[config.mk]
export PLATFORM = sky130hd
export DESIGN_NAME = qadd_pipe
export DESIGN_NICKNAME = d
export VERILOG_FILES = /design/src/rtl/qadd_pkg.sv /design/src/rtl/qadd_stage.sv /design/src/rtl/qadd_pipe.sv
export SDC_FILE = /design/constraint.sdc
export NUM_CORES = 1
export LEC_CHECK = 0
export CORE_UTILIZATION = 50
export CTS_CLUSTER_SIZE = 12
export DETAILED_ROUTE_END_ITERATION = 8
export PLACE_DENSITY = 0.83
export SETUP_SLACK_MARGIN = 0.15
export SLEW_MARGIN = 20
export SYNTH_ARGS = -nofsm -noshare
export SYNTH_HDL_FRONTEND = slang
export SYNTH_SLANG_ARGS = --single-unit
[constraint.sdc]
create_clock -name clk -period 2.53 [get_ports clk]
set_clock_uncertainty 0.05 [all_clocks]
set_input_delay 0.3795 -clock clk [delete_from_list [all_inputs] [get_ports clk]]
set_output_delay 0.3795 -clock clk [all_outputs]
set_load 0.02 [all_outputs]
[src/rtl/qadd_pkg.sv]
// ============================================================================
// Module      : qadd_pkg
// Description : Shared constants for the pipelined saturating/wrapping adder.
// Revision    : 1.0 - initial release
// ============================================================================
`default_nettype none

package qadd_pkg;

  // Default geometry of the pipeline
  localparam int DEFAULT_WIDTH  = 8;
  localparam int DEFAULT_STAGES = 3;

  // Legal parameter ranges
  localparam int MIN_WIDTH  = 2;
  localparam int MAX_WIDTH  = 32;
  localparam int MIN_STAGES = 2;
  localparam int MAX_STAGES = 8;

  // Per-transaction overflow handling mode carried on the sat input
  localparam logic SAT_WRAP  = 1'b0;
  localparam logic SAT_CLAMP = 1'b1;

  // Width of the occupancy count (holds 0..MAX_STAGES)
  localparam int OCC_WIDTH = 4;

endpackage

`default_nettype wire

[src/rtl/qadd_stage.sv]
// ============================================================================
// Module      : qadd_stage
// Description : One accumulate stage: adds the carried increment to the
//               running sum, folds the carry into a sticky overflow flag and
//               clamps to all-ones when the transaction is in saturate mode.
// Revision    : 1.0 - initial release
// ============================================================================
`default_nettype none

module qadd_stage
  import qadd_pkg::*;
#(
  parameter int WIDTH = DEFAULT_WIDTH
) (
  input  logic             clk,
  input  logic             rst,
  input  logic             en_i,
  input  logic             valid_i,
  input  logic [WIDTH-1:0] acc_i,
  input  logic [WIDTH-1:0] b_i,
  input  logic             sat_i,
  input  logic             ovf_i,
  output logic             valid_o,
  output logic [WIDTH-1:0] acc_o,
  output logic [WIDTH-1:0] b_o,
  output logic             sat_o,
  output logic             ovf_o
);

  logic [WIDTH:0]   sum_w;
  logic [WIDTH-1:0] acc_d;
  logic             ovf_d;

  logic             valid_q;
  logic [WIDTH-1:0] acc_q;
  logic [WIDTH-1:0] b_q;
  logic             sat_q;
  logic             ovf_q;

  // Extra top bit captures the carry out of this stage's addition
  assign sum_w = {1'b0, acc_i} + {1'b0, b_i};

  // Sticky overflow; once a clamping transaction has overflowed it stays pinned at all-ones
  always_comb begin
    ovf_d = ovf_i | sum_w[WIDTH];
    acc_d = sum_w[WIDTH-1:0];
    if ((sat_i == SAT_CLAMP) && ovf_d) begin
      acc_d = {WIDTH{1'b1}};
    end
  end

  // Stage register: advances only on the global enable, cleared asynchronously
  always_ff @(posedge clk or posedge rst) begin
    if (rst) begin
      valid_q <= 1'b0;
      acc_q   <= '0;
      b_q     <= '0;
      sat_q   <= 1'b0;
      ovf_q   <= 1'b0;
    end else if (en_i) begin
      valid_q <= valid_i;
      acc_q   <= acc_d;
      b_q     <= b_i;
      sat_q   <= sat_i;
      ovf_q   <= ovf_d;
    end
  end

  assign valid_o = valid_q;
  assign acc_o   = acc_q;
  assign b_o     = b_q;
  assign sat_o   = sat_q;
  assign ovf_o   = ovf_q;

endmodule

`default_nettype wire

[src/rtl/qadd_pipe.sv]
// ============================================================================
// Module      : qadd_pipe
// Description : Pipelined adder computing a + (STAGES-1)*b with per-
//               transaction wrap/saturate mode, valid/ready handshaking and
//               a global stall enable.
// Revision    : 1.0 - initial release
// ============================================================================
`default_nettype none

module qadd_pipe
  import qadd_pkg::*;
#(
  parameter int WIDTH  = DEFAULT_WIDTH,
  parameter int STAGES = DEFAULT_STAGES
) (
  input  logic                 clk,
  input  logic                 rst,
  input  logic                 in_valid,
  output logic                 in_ready,
  input  logic [WIDTH-1:0]     a,
  input  logic [WIDTH-1:0]     b,
  input  logic                 sat,
  output logic                 out_valid,
  input  logic                 out_ready,
  output logic [WIDTH-1:0]     c,
  output logic                 ovf,
  output logic [OCC_WIDTH-1:0] occupancy
);

  // Index 0 is the capture stage; indices 1..STAGES-1 are adder stages
  logic [STAGES-1:0]            vld_w;
  logic [STAGES-1:0][WIDTH-1:0] acc_w;
  logic [STAGES-1:0][WIDTH-1:0] b_w;
  logic [STAGES-1:0]            sat_w;
  logic [STAGES-1:0]            ovf_w;

  logic                 en_w;
  logic [OCC_WIDTH-1:0] occ_d;

  logic             s1_valid_q;
  logic [WIDTH-1:0] s1_acc_q;
  logic [WIDTH-1:0] s1_b_q;
  logic             s1_sat_q;

  // Whole pipe moves together; only a held, unconsumed result stalls it
  assign en_w     = ~vld_w[STAGES-1] | out_ready;
  assign in_ready = en_w;

  // Capture stage: latch operands and mode; no addition happens here
  always_ff @(posedge clk or posedge rst) begin
    if (rst) begin
      s1_valid_q <= 1'b0;
      s1_acc_q   <= '0;
      s1_b_q     <= '0;
      s1_sat_q   <= 1'b0;
    end else if (en_w) begin
      s1_valid_q <= in_valid;
      s1_acc_q   <= a;
      s1_b_q     <= b;
      s1_sat_q   <= sat;
    end
  end

  assign vld_w[0] = s1_valid_q;
  assign acc_w[0] = s1_acc_q;
  assign b_w[0]   = s1_b_q;
  assign sat_w[0] = s1_sat_q;
  assign ovf_w[0] = 1'b0;

  generate
    for (genvar gi = 1; gi < STAGES; gi++) begin : g_stage
      qadd_stage #(
        .WIDTH (WIDTH)
      ) u_stage (
        .clk     (clk),
        .rst     (rst),
        .en_i    (en_w),
        .valid_i (vld_w[gi-1]),
        .acc_i   (acc_w[gi-1]),
        .b_i     (b_w[gi-1]),
        .sat_i   (sat_w[gi-1]),
        .ovf_i   (ovf_w[gi-1]),
        .valid_o (vld_w[gi]),
        .acc_o   (acc_w[gi]),
        .b_o     (b_w[gi]),
        .sat_o   (sat_w[gi]),
        .ovf_o   (ovf_w[gi])
      );
    end
  endgenerate

  // The final stage's carried increment and mode have no consumer
  logic unused_tail_w;
  assign unused_tail_w = ^{b_w[STAGES-1], sat_w[STAGES-1]};

  // Count valid stages; reflects the async-cleared valid bits immediately
  always_comb begin
    occ_d = '0;
    for (int i = 0; i < STAGES; i++) begin
      occ_d = occ_d + {{(OCC_WIDTH-1){1'b0}}, vld_w[i]};
    end
  end

  assign occupancy = occ_d;
  assign out_valid = vld_w[STAGES-1];
  assign c         = acc_w[STAGES-1];
  assign ovf       = ovf_w[STAGES-1];

endmodule

`default_nettype wire

# After elaboration in Yosys (flattened, before gate mapping)
# Cells that the tools add are included.
# classes
add_sub_neg	4
mul	0
n_div	0
n_lt_le_gt_ge	0
eq_ne	0
n_shift	0
n_mux	2
n_bitwise	3
reduce_logical	2
# ops
operator	count
8-bit by 8-bit adder with 9-bit output	2
8-bit 2-to-1 mux	2
2-bit by 1-bit adder with 3-bit output	1
1-bit by 1-bit adder with 2-bit output	1
1-bit logical AND	2
1-bit bitwise OR	2
1-bit inverter	1
# word_totals
reg_bits	47
latch_bits	0
ram_bits	0
rom_bits	0
output_inout_bits	15
memories	0

# Logic depth before layout (Yosys ltp)
# depth
ltp_word	4
ltp_mapped	7

# Hierarchy
# A second synthesis with hierarchy kept.
# unflattened
cells_unflattened	202
hier_area_um2	2781.4
# modules_own_cells
mod	n_inst	cells_per_inst	area_per_inst_um2
qadd_stage	2	79	1003.5
qadd_pipe	1	44	774.5

# Worst setup path before layout
# Ideal clock, no wire load.
# synth_path
path_kind	reg2reg
startpoint	register g_stage[1].u_stage.acc_q[0]
endpoint	register g_stage[2].u_stage.acc_q[5]
arrival_time_ns	2.001
path_slack_ns	0.353
stages_incl_launch_ff	7
synth_period_minus_slack_ns	2.177
path_cell_list	dfrtp_1 -> ha_1 -> fa_1 -> a21oi_1 -> o21ai_2 -> a221o_4 -> o32a_1
# synth_via
elab_chain_len	4
# synth_rtl
element	line	rtl
start: declaration	qadd_stage.sv:35	logic [WIDTH-1:0] acc_q;
start signal: assignment	qadd_stage.sv:56	acc_q <= '0;
start signal: assignment	qadd_stage.sv:62	acc_q <= acc_d;
8-bit by 8-bit adder with 9-bit output *	qadd_stage.sv:41	assign sum_w = {1'b0, acc_i} + {1'b0, b_i};
1-bit bitwise OR	qadd_stage.sv:45	ovf_d = ovf_i | sum_w[WIDTH];
1-bit logical AND	qadd_stage.sv:47	if ((sat_i == SAT_CLAMP) && ovf_d) begin
8-bit 2-to-1 mux *	qadd_stage.sv:47	
end signal: assignment	qadd_stage.sv:56	
end signal: assignment	qadd_stage.sv:62	
end: declaration	qadd_stage.sv:35	
# Mark *: on every way between the ends. The rest lies on a longest branch, timed or not.
# A chain may end at the register's enable or synchronous reset.

# Final worst setup path
# layout_path
startpoint	register g_stage[2].u_stage.valid_q
endpoint	output port occupancy[0]
# layout_via
elab_chain_len	1
# layout_rtl
element	line	rtl
start: declaration	qadd_stage.sv:34	logic valid_q;
start signal: assignment	qadd_stage.sv:61	valid_q <= valid_i;
2-bit by 1-bit adder with 3-bit output	qadd_pipe.sv:100	occ_d = occ_d + {{(OCC_WIDTH-1){1'b0}}, vld_w[i]};
end: declaration	qadd_pipe.sv:27	output logic [OCC_WIDTH-1:0] occupancy
# No other way between the ends.

==> results.sh <==
export IMPL_dpl_instance_area_sq_mm=0.00286
export IMPL_finalWirelength_um=4700
export IMPL_reg2regPathDepth=6
export IMPL_syn_area_sq_mm=0.00250
export IMPL_yosys_warnings=0
export IMPL_fin_util=0.630
export IMPL_layout_common_cells="nand2_1 (88), dfrtp_1 (47), clkdlybuf4s50_1 (33), ha_1 (16), a21oi_1 (9)"
export IMPL_crit_fanout=3
export IMPL_ys_flop_type="dfrtp_1"
export IMPL_overflow=0
export IMPL_dpl_worst_slack_ps=155
export IMPL_grt_use_total=0.207
export IMPL_vdd_drop_max_uv=483
export IMPL_power_density_mw_per_mm2=1270
export IMPL_route_detailed_drc=0
export IMPL_setup_ws_ps=237
export IMPL_fp_row_count=25
export IMPL_design_area_sq_mm=0.00299
export IMPL_synth_distinct_cells=42
export IMPL_wl_per_cell_um=13.0
export IMPL_firstDrtPassIters=4
export IMPL_worstSetupStartpoint="g_stage[2].u_stage.valid_o$_DFFE_PP0P_"
export IMPL_holdPathEnd="g_stage[1].u_stage.b_o[6]$_DFFE_PP0P_"
export IMPL_htreeDepth=2
export IMPL_clock_path_buffers=2
export IMPL_vias=1849
export IMPL_via_per_inst=5.12
export IMPL_syn_inst=263
export IMPL_grt_antenna_before_repair=0
export IMPL_die_w_um=72.7
export IMPL_fin_cells=361
export IMPL_multi_input_area_sq_mm=0.00120
export IMPL_start_kind="flip-flop"
export IMPL_path_clk_slew_ps=90
export IMPL_root_buffer="clkbuf_8"
export IMPL_cts_hold_buffers=0
export IMPL_ff2ff_setup_slack_ps=250
export IMPL_seq_area_frac_synth=0.470
export IMPL_status="finished, final reports clean"
export IMPL_p_switching_w=0.00149
export IMPL_relSlewSlack=0.605
export IMPL_core_area_sq_mm=0.00475
export IMPL_grt_pass1_vias=1905
export IMPL_cts_sinks=47
export IMPL_clockPowerShare=0.147
export IMPL_maxCapViolCount=0
export IMPL_avgSynthCellArea_sq_um=9.51
export IMPL_pwr_share_comb=0.529
export IMPL_synth_top_cell_by_area="dfrtp_1"
export IMPL_numCtsBuffers=5
export IMPL_fp_dieH_um=72.7
export IMPL_final_net_count=333
export IMPL_ys_ff_latch=47
export IMPL_drive_gt1_frac=0.0986
export IMPL_final_setup_tns_ps=0
export IMPL_slew_violations=0
export IMPL_grt_pass1_wl_um=8390
export IMPL_io_buffers=33
export IMPL_worstHoldStart="g_stage[1].u_stage.b_o[6]$_DFFE_PP0P_"
export IMPL_regArea_sq_mm=0.00118
export IMPL_swShare=0.389
export IMPL_hp_class="reg2reg"
export IMPL_max_freq_mhz=436
export IMPL_synth_top_area_frac=0.470
export IMPL_period_share=0.906
export IMPL_nFillCells=418
export IMPL_cell_internal_pwr_w=0.00233
export IMPL_clock_latency_ps=300
export IMPL_cts_tree="done"
export IMPL_hold_depth=2
export IMPL_tightestPinTransition_ps=592
export IMPL_p_leak_nw=1.43
export IMPL_power_frac_seq=0.324
export IMPL_grt_start_max_net_pins=48
export IMPL_finalSetupViolations=0
export IMPL_start_util=0.526
export IMPL_syn2layout_area_growth_pct=19.7
export IMPL_die_area_sq_mm=0.00529
export IMPL_endpoint_kind="output pin"
export IMPL_synth_area_leaders="dfrtp_1 (47%), nand2_1 (13%), ha_1 (8.0%), buf_4 (3.0%), o22a_1 (2.5%)"
export IMPL_hpwlAfterDp_um=3440
export IMPL_layout_commonest_cell="nand2_1"
export IMPL_rsz0062_at_grt="false"
export IMPL_synth_edff_count=0
export IMPL_gp_congestion=0.854
export IMPL_drt_iter0_markers=68
export IMPL_r2r_end="g_stage[2].u_stage.acc_o[5]$_DFFE_PP0P_"
export IMPL_critical_path_arrival_ps=1860
export IMPL_layout_min_cycle_time_ps=2290
export IMPL_r2r_start="g_stage[1].u_stage.acc_o[0]$_DFFE_PP0P_"
export IMPL_required_ps=2100
export IMPL_dpl_cell_count=352
export IMPL_antenna_left=0
export IMPL_async_flop_share=1.00
export IMPL_crit_type="reg2out"
export IMPL_pin_count=36
export IMPL_antenna_cells=0
export IMPL_hold_violations=0
## cells by family (layout without fill, tap and decap cells)
family                     after synthesis  after routing  synth area share
adders and majority gates               19             19             0.104
and+or+nand+nor                        106            106             0.170
DFF                                     47             47             0.470
muxes                                    2              2           0.00850
xor gates and xnor gates                 8              8            0.0280
other                                    1              2           0.00150
AOI/OAI and AO/OA                       54             54             0.164
buffers and inverters                   26             56            0.0540
## flip-flops by register name, indices dropped and copies added (netlist names)
name / cells
g_stage.u_stage.b_o: 8
s1_b_q: 8
g_stage.u_stage.acc_o: 16
g_stage.u_stage.sat_o: 1
s1_sat_q: 1
s1_valid_q: 1
g_stage.u_stage.ovf_o: 2
s1_acc_q: 8
g_stage.u_stage.valid_o: 2
## what timing repair did
action                     in CTS  in global routing
resized for setup               1                  1
setup buffers                   0                  1
pin swaps                       0                  1
setup endpoints to repair       2                  9
## power groups by stage
| stage | sequential, W | combinational [W] | clock [W] |
|---|---|---|---|
| final | 0.00124 | 0.00202 | 0.000563 |
| after global routing | 0.00127 | 0.00226 | 0.000614 |
| after CTS | 0.00124 | 0.00201 | 0.000580 |
| after detailed placement | 0.00125 | 0.00198 | 0 |
| after global placement | 0.00124 | 0.00191 | 0 |
| after floorplan | 0.00121 | 0.00156 | 0 |
## stage by stage
stage          power (W)  hold WS [ps]
2_1_floorplan    0.00276           393
3_3_place_gp     0.00315           408
3_5_place_dp     0.00324           411
4_1_cts          0.00382           431
5_1_grt          0.00415           467
6_report         0.00382           431
## per-layer routing
metal / vias up / wire (um) / part of all wire / GRT usage
li1: 943 / - / - / -
met1: 854 / 2190 / 0.47 / 0.252
met2: 44 / 2250 / 0.48 / 0.362
met3: 8 / 186 / 0.040 / 0.0331
met4: 0 / 76 / 0.016 / 0.0871
met5: - / 0 / 0 / 0
## how the worst max path moves through the flow
stage / slack (ps) / cells after the start / to
finish: 240 / 2 / occupancy[0]
floorplan: 350 / 6 / g_stage[2].u_stage.acc_o[5]$_DFFE_PP0P_
global route: 170 / 6 / g_stage[2].u_stage.acc_o[5]$_DFFE_PP0P_
global placement: 220 / 6 / g_stage[2].u_stage.acc_o[5]$_DFFE_PP0P_
CTS: 210 / 6 / g_stage[2].u_stage.acc_o[5]$_DFFE_PP0P_
detailed placement: 150 / 6 / g_stage[2].u_stage.acc_o[5]$_DFFE_PP0P_
## layout make-up
cell class                 count  area share
clock buffer                   6      0.0276
clock inverter                 2      0.0117
inverter                       8      0.0100
multi-input combinational    191       0.402
sequential                    47       0.393
tap                           67      0.0280
timing repair buffer          40       0.128
## cells in the mapped netlist, types with 2 or more instances
master and n:
nor2_1 8, xnor2_1 4, nand2_1 88, nor2b_1 2
o21bai_1 2, nand3_1 2, o22a_1 7, inv_1 7
o22a_2 6, o21a_1 2, dfrtp_1 47, o32a_1 2
buf_4 10, o21ai_0 6, nand2b_1 2, a21oi_1 11
clkbuf_1 6, a211oi_1 3, buf_1 2, fa_1 3
xor2_1 4, ha_1 16, a21o_1 4
## critical path: stages, from the launching register on
cell	delay, ps
dfrtp_1	430
fa_1	540
clkdlybuf4s50_1	600
Power figures use the tool's default switching activity.
